**src/rtl/register_serializer.sv**
```systemverilog
// ---------------------------------------------------------------------------
// RegisterSerializer
//
// Takes a WIDTH-bit parallel word and sends it out one bit per accepted
// handshake, most significant bit first. The receiver paces the transfer
// with bit_ack, and the sender waits as long as needed. After the last bit
// is accepted, done pulses for one cycle. The block then goes back to
// idle and can take a new word.
//
// Ports
//   clk      : single clock, rising-edge active
//   reset    : asynchronous, active-high reset
//   in       : parallel word, captured on an accepted load
//   load     : capture request, honoured only while ready is high
//   bit_ack  : receiver accepts the bit currently on serial
//   ready    : a new word can be accepted (idle)
//   valid    : serial carries a data bit
//   serial   : current data bit, MSB first
//   last     : serial carries bit 0, the final bit of the word
//   done     : one-cycle pulse after the final bit is accepted
//
// WIDTH must be at least 2.
// ---------------------------------------------------------------------------
module register_serializer #(
    parameter int WIDTH = 16
) (
    input  logic             clk,
    input  logic             reset,
    input  logic [WIDTH-1:0] in,
    input  logic             load,
    input  logic             bit_ack,
    output logic             ready,
    output logic             valid,
    output logic             serial,
    output logic             last,
    output logic             done
);

    localparam int CW = $clog2(WIDTH);
    localparam logic [CW-1:0] LAST_IDX = CW'(WIDTH - 1);

    typedef enum logic [1:0] {
        IDLE  = 2'd0,
        SHIFT = 2'd1,
        DONE  = 2'd2
    } state_t;

    state_t           r_state;
    state_t           w_nextState;
    logic [WIDTH-1:0] r_shift;
    logic [CW-1:0]    r_count;

    logic w_isLast;
    logic w_capture;
    logic w_advance;

    // Control qualifiers. Load and bit_ack only matter in their own state.
    // In every other state they have no effect.
    assign w_isLast  = (r_state == SHIFT) && (r_count == LAST_IDX);
    assign w_capture = (r_state == IDLE)  && load;
    assign w_advance = (r_state == SHIFT) && bit_ack;

    // State register. Reset takes effect immediately, so every decoded
    // output falls back to its idle value without waiting for a clock.
    always_ff @(posedge clk or posedge reset) begin
        if (reset) begin
            r_state <= IDLE;
        end else begin
            r_state <= w_nextState;
        end
    end

    // Next-state logic. DONE lasts exactly one cycle, and the FSM then
    // returns to idle whatever the inputs are.
    always_comb begin
        w_nextState = r_state;
        case (r_state)
            IDLE: begin
                if (load) begin
                    w_nextState = SHIFT;
                end
            end
            SHIFT: begin
                if (bit_ack && w_isLast) begin
                    w_nextState = DONE;
                end
            end
            DONE: begin
                w_nextState = IDLE;
            end
            default: begin
                w_nextState = IDLE;
            end
        endcase
    end

    // Datapath. The shift register moves left by one on each accepted bit,
    // so the bit on the wire is always the MSB. After the final bit the
    // counter clears instead of wrapping into a phantom extra bit.
    always_ff @(posedge clk or posedge reset) begin
        if (reset) begin
            r_shift <= '0;
            r_count <= '0;
        end else if (w_capture) begin
            r_shift <= in;
            r_count <= '0;
        end else if (w_advance) begin
            r_shift <= {r_shift[WIDTH-2:0], 1'b0};
            r_count <= w_isLast ? '0 : r_count + CW'(1);
        end
    end

    // Outputs depend only on registered state. No input reaches an output
    // in the same cycle.
    assign ready  = (r_state == IDLE);
    assign valid  = (r_state == SHIFT);
    assign serial = (r_state == SHIFT) && r_shift[WIDTH-1];
    assign last   = w_isLast;
    assign done   = (r_state == DONE);

endmodule

```
**config.mk**
```make
export PLATFORM = sky130hd
export DESIGN_NAME = register_serializer
export DESIGN_NICKNAME = d
export VERILOG_FILES = /design/src/rtl/register_serializer.sv
export SDC_FILE = /design/constraint.sdc
export NUM_CORES = 1
export LEC_CHECK = 0
export BUFFER_PORTS_ARGS = -buffer_cell sky130_fd_sc_hd__buf_2
export CAP_MARGIN = 20
export CORE_ASPECT_RATIO = 0.8
export CORE_UTILIZATION = 46
export DETAILED_ROUTE_END_ITERATION = 10
export PLACE_DENSITY_LB_ADDON = 0.1
export REMOVE_ABC_BUFFERS = 1
export SLEW_MARGIN = 40
export SYNTH_ARGS = -nofsm -noshare
export SYNTH_HDL_FRONTEND = slang
export SYNTH_SLANG_ARGS = --single-unit
```
**constraint.sdc**
```tcl
create_clock -name clk -period 1.4 [get_ports clk]
set_input_delay 0.07 -clock clk [delete_from_list [all_inputs] [get_ports clk]]
set_output_delay 0.07 -clock clk [all_outputs]
set_load 0.005 [all_outputs]
```
Yosys cells after proc, flatten, opt, wreduce, memory -nomap -nowiden
Cells that the tools add are included.
- mux-type cells: 8
- $add $sub $neg: 1
- reduce and logical (&&, ||, !) cells: 8
- eq/ne operators: 5
- operator list (kind ; number):
    $mux 16 ; 2
    $mux 4 ; 3
    $logic_and 1x1->1 ; 5
    $add 4x1->4 const B ; 1
    $eq 4x4->1 const B ; 1
    $mux 2 ; 2
    $pmux 2 s2 ; 1
    $eq 2x1->1 const B ; 1
    $eq 2x2->1 const B ; 1
    $logic_not 2->1 ; 1
    $ne 2x1->1 const B ; 1
    $ne 2x2->1 const B ; 1
    $reduce_and 2->1 ; 1
    $reduce_bool 2->1 ; 1
- input port bits: 20
- bits in registers: 22
- output and inout bits: 5
- logic and storage cells: 25

Depth between registers and ports, before layout
- depth after elaboration: 5
- mapped depth: 5
- depth with buffers taken out: 4

Least setup slack after synthesis
No wires, ideal clock.
- kind: reg2reg
- start point: register r_state[1]
- end point: register r_shift[1]
- setup slack: 105 ps
- stages on the path, launching flop included: 6
- path buffers: 2
- data required time: 1276 ps
- arrival: 1171 ps
- clock period less this slack: 1295 ps
- library setup time: 124 ps
- path through: dfrtp_1 > or3b_1 > buf_6 > buf_6 > nand3_1 > nand2_1
- longest elaborated chain between the ends: 3
- elaborated cells between the ends (all ways): 6
- classes of those cells: eq/ne: 1; mux: 1; reduce/logical: 4
- RTL lines (what ; RTL line ; text):
    from (decl) ; 48 ; state_t r_state;
    from (signal assigned) ; 69 ; r_state <= w_nextState;
    $eq 2x1->1 / $logic_not 2->1 (equally long branches) ; 61, 60 ;
    $logic_and 1x1->1 (on tied branches) ; 61, 60 ;
    $reduce_bool 2->1 (no line) / $mux 16 (equally long branches) ; -- ;
    to (signal assigned) ; 105 ; r_shift <= in;
    to (signal assigned) ; 108 ; r_shift <= {r_shift[WIDTH-2:0], 1'b0};
    to (decl) ; 50 ; logic [WIDTH-1:0] r_shift;
Parallel ways exist; a longest one is shown, timed or not.
A chain may end at the register's enable or synchronous reset.

Final worst setup path
- start point: register r_state[1]
- end point: register r_count[3]
- longest elaborated chain between the ends: 5
- elaborated cells between the ends (all ways): 9
- classes of those cells: eq/ne: 1; mux: 3; reduce/logical: 5
- RTL lines (what ; RTL line ; text):
    $eq 2x1->1 ; 59, 61 ;
    $logic_and 1x1->1 ; 59 ; assign w_isLast = (r_state == SHIFT) && (r_count == LAST_IDX);
    $mux 4 ; 109 ; r_count <= w_isLast ? '0 : r_count + CW'(1);
    $mux 4 ; 107 ; end else if (w_advance) begin
    $mux 4 ; 104 ; end else if (w_capture) begin
    to (signal assigned) ; 109 ;
    to (decl) ; 51 ; logic [CW-1:0] r_count;
Parallel ways exist; a longest one is shown, timed or not. The select of a mux whose other input is x is not followed.

==> flow_summary.json <==
{
  "slew_violations": 0,
  "yosys.area.top_type_share": 0.523,
  "synth_ff_type": "dfrtp_1",
  "grt_max_degree": 23,
  "critical_path.max_fanout": 11,
  "clk_latency_ns": 0.30,
  "layout_setup_ws_ns": 0.0708,
  "die_area_sq_um": 2490,
  "die_h_um": 44.8,
  "leakagePower_nw": 0.666,
  "yosysWarnings": 0,
  "fin_crit_ns": 1.33,
  "core_area_sq_um": 2160,
  "grt-ovfl-total": 0,
  "antenna_cells": 0,
  "ios": 25,
  "wl_um": 2150,
  "powerDensity_nw_per_um2": 1750,
  "portBuffers": 24,
  "drc": 0,
  "p_sw_w": 0.000821,
  "track_usage": 0.185,
  "yosysSeqAreaShare": 0.523,
  "setup_viol": 0,
  "yosys.area.top_type": "dfrtp_1",
  "clockBufferDepth": 2,
  "rsz0062_at_grt": "no",
  "drt-met1-wl_um": 1100,
  "relSlewSlack": 0.810,
  "syn-instance-count": 114,
  "end_kind": "flop",
  "synth.most_common_cell": "nand2_1",
  "irDropWorstVdd_mv": 1.13,
  "dr.pass1.iters": 4,
  "synthToLayoutAreaGrowth_pct": 28.9,
  "clk_pin_slew_ns": 0.11,
  "synth_edf_count": 0,
  "setup_tns_ns": 0,
  "route.met2.wl_um": 935,
  "synthDistinctLibCells": 27,
  "syn-cell-area_sq_um": 1050,
  "p_sw_frac": 0.346,
  "initial_core_util": 0.488,
  "stdcell_count": 175,
  "avgSynthCellArea_sq_um": 9.24,
  "cp_slowest_cell": "dfrtp_2",
  "vias": 901,
  "cts_root_buf": "clkbuf_4",
  "top_layer": "met4",
  "dp_cells": 164,
  "wire_per_inst_um": 12.3,
  "critical-path-max-stage-delay_ns": 0.46,
  "dpl.hpwl_um": 1470,
  "path_class": "flop to flop",
  "ys_ff_latch": 22,
  "p_clk_frac": 0.144,
  "hp-class": "input port to flop",
  "cts_buffers": 3,
  "min_period_over_period": 0.949,
  "crit_family": "simple AND/OR/NAND/NOR gates",
  "num_rows": 15,
  "async_reset_ff_frac": 1.00,
  "critical_path.cell_chain": "or3b_4 > buf_4 > nand3_1 > o211ai_1",
  "cp.buffers_inverters": 1,
  "fin_nets": 172,
  "clock_sinks": 22,
  "vias_per_cell": 5.15,
  "startpoint_type": "flop",
  "p_int_w": 0.00155,
  "max_cap_violations": 0,
  "cts_tree": "built",
  "cp.arrival_ns": 1.52,
  "drt_iter0_markers": 18,
  "finalHoldViolCount": 0,
  "skew_ns": 0.000857,
  "cp.required_ns": 1.59,
  "htree_levels": 1,
  "tightest_slew_ns": 0.285,
  "ant_nets": 0,
  "place_ws_ns": 0.0497,
  "grt_pass1_vias": 797,
  "antenna_found_initial": 0,
  "dr_wl_met3_um": 96,
  "grt_pass1_wl_um": 3540,
  "dieWidth_um": 55.5,
  "status": "complete, no violations",
  "p_comb_frac": 0.405,
  "p_seq_frac": 0.451,
  "gp_congestion": 0.827,
  "drive_gt1_frac": 0.287,
  "synthTopCellsByArea": "dfrtp_1 (52%), nand2_1 (9.3%), a31oi_1 (6.5%)",
  "synthTopCellsByCount": "nand2_1 (26), dfrtp_1 (22), nor2_1 (16), a31oi_1 (11), nand3_1 (6)",
  "max_freq_mhz": 752
}
repair_timing:
| action | 4_1_cts | 5_1_grt |
|---|---|---|
| hold endpoints to repair | 26 | 0 |
| hold buffers | 5 | 0 |
| setup buffers | 2 | 0 |
| endpoints found under the setup margin | 1 | 10 |
| pin swaps | 0 | 1 |
| gates resized for setup | 0 | 6 |
sequential cells by signal (all words and copies together) (netlist names):
name,count
r_count,4
r_state,2
r_shift,16
layout by cell type (no fill, tap or decap), drive strengths merged:
cell type	count
buf	33
nand2	26
dfrtp	22
nor2	16
a31oi	11
nand3	6
dlygate4sd3	5
clkbuf	4
a22oi	3
inv	3
a21oi	3
o211ai	2
a22o	2
nand3b	2
and3b	1
nor3b	1
or3b	1
nand4	1
nand2b	1
and2	1
and2b	1
o22ai	1
nor3	1
o21ai	1
a21o	1
ha	1
power by group through the flow:
stage / Sequential [W] / Combinational, W / Clock [W]
after detailed placement: 0.00109 / 0.000855 / 0
final: 0.00107 / 0.000962 / 0.000342
after floorplan: 0.00105 / 0.000553 / 0
after CTS: 0.00106 / 0.000927 / 0.000360
after global placement: 0.00107 / 0.000832 / 0
after global routing: 0.00109 / 0.00109 / 0.000382
worst paths after layout:
check / startpoint / endpoint / slack (ns) / cells past startpoint
worst max-delay path: r_state[1] / r_count[3] / 0.07 / 4
worst min-delay path: in[15] / r_shift[15] / 0.02 / 3
worst max register to register: r_state[1] / r_count[3] / 0.07 / 4
worst min register to register: r_shift[2] / r_shift[2] / 0.51 / 2
max in group asynchronous: reset / r_state[1] / 0.84 / 4
min in group asynchronous: reset / r_shift[11] / 0.32 / 4
final cells by class:
type	count	area, sq um
fillers	188	801
well taps	25	31.3
inverters	3	11.3
flip-flops and latches	22	552
clock buffers	4	36.3
multi-input cells	83	460
repair buffers	38	267
routing by layer:
| metal | GRT usage | vias to the layer above |
|---|---|---|
| li1 | - | 466 |
| met1 | 0.257 | 412 |
| met2 | 0.275 | 21 |
| met3 | 0.0630 | 2 |
| met4 | 0.0600 | 0 |
| met5 | 0 | - |
cell families (layout without fill, tap and decap cells):
kind of cell	Yosys count	count (layout)	synth area share
AO/OA/AOI/OAI	24	24	0.150
adder cells (fa/ha/maj)	1	1	0.0119
buffers and inverters	9	45	0.0617
flip-flops	22	22	0.523
AND/OR/NAND/NOR	58	58	0.254
worst min-delay path, stage by stage:
cell and delay (ns):
buf_2 0.10, nor2_1 0.09, a31oi_1 0.04
through the flow:
step           utilization  power [W]  hold slack, ns  cell area [sq um]
6_report             0.629    0.00237          0.0201               1360
5_1_grt              0.629    0.00256         0.00740               1360
4_1_cts              0.616    0.00234         0.00606               1330
3_5_place_dp         0.569    0.00194           0.121               1230
3_3_place_gp         0.569    0.00190           0.114               1230
2_1_floorplan            -    0.00160          0.0592               1000
No activity file was read; power rests on OpenSTA's default activity.
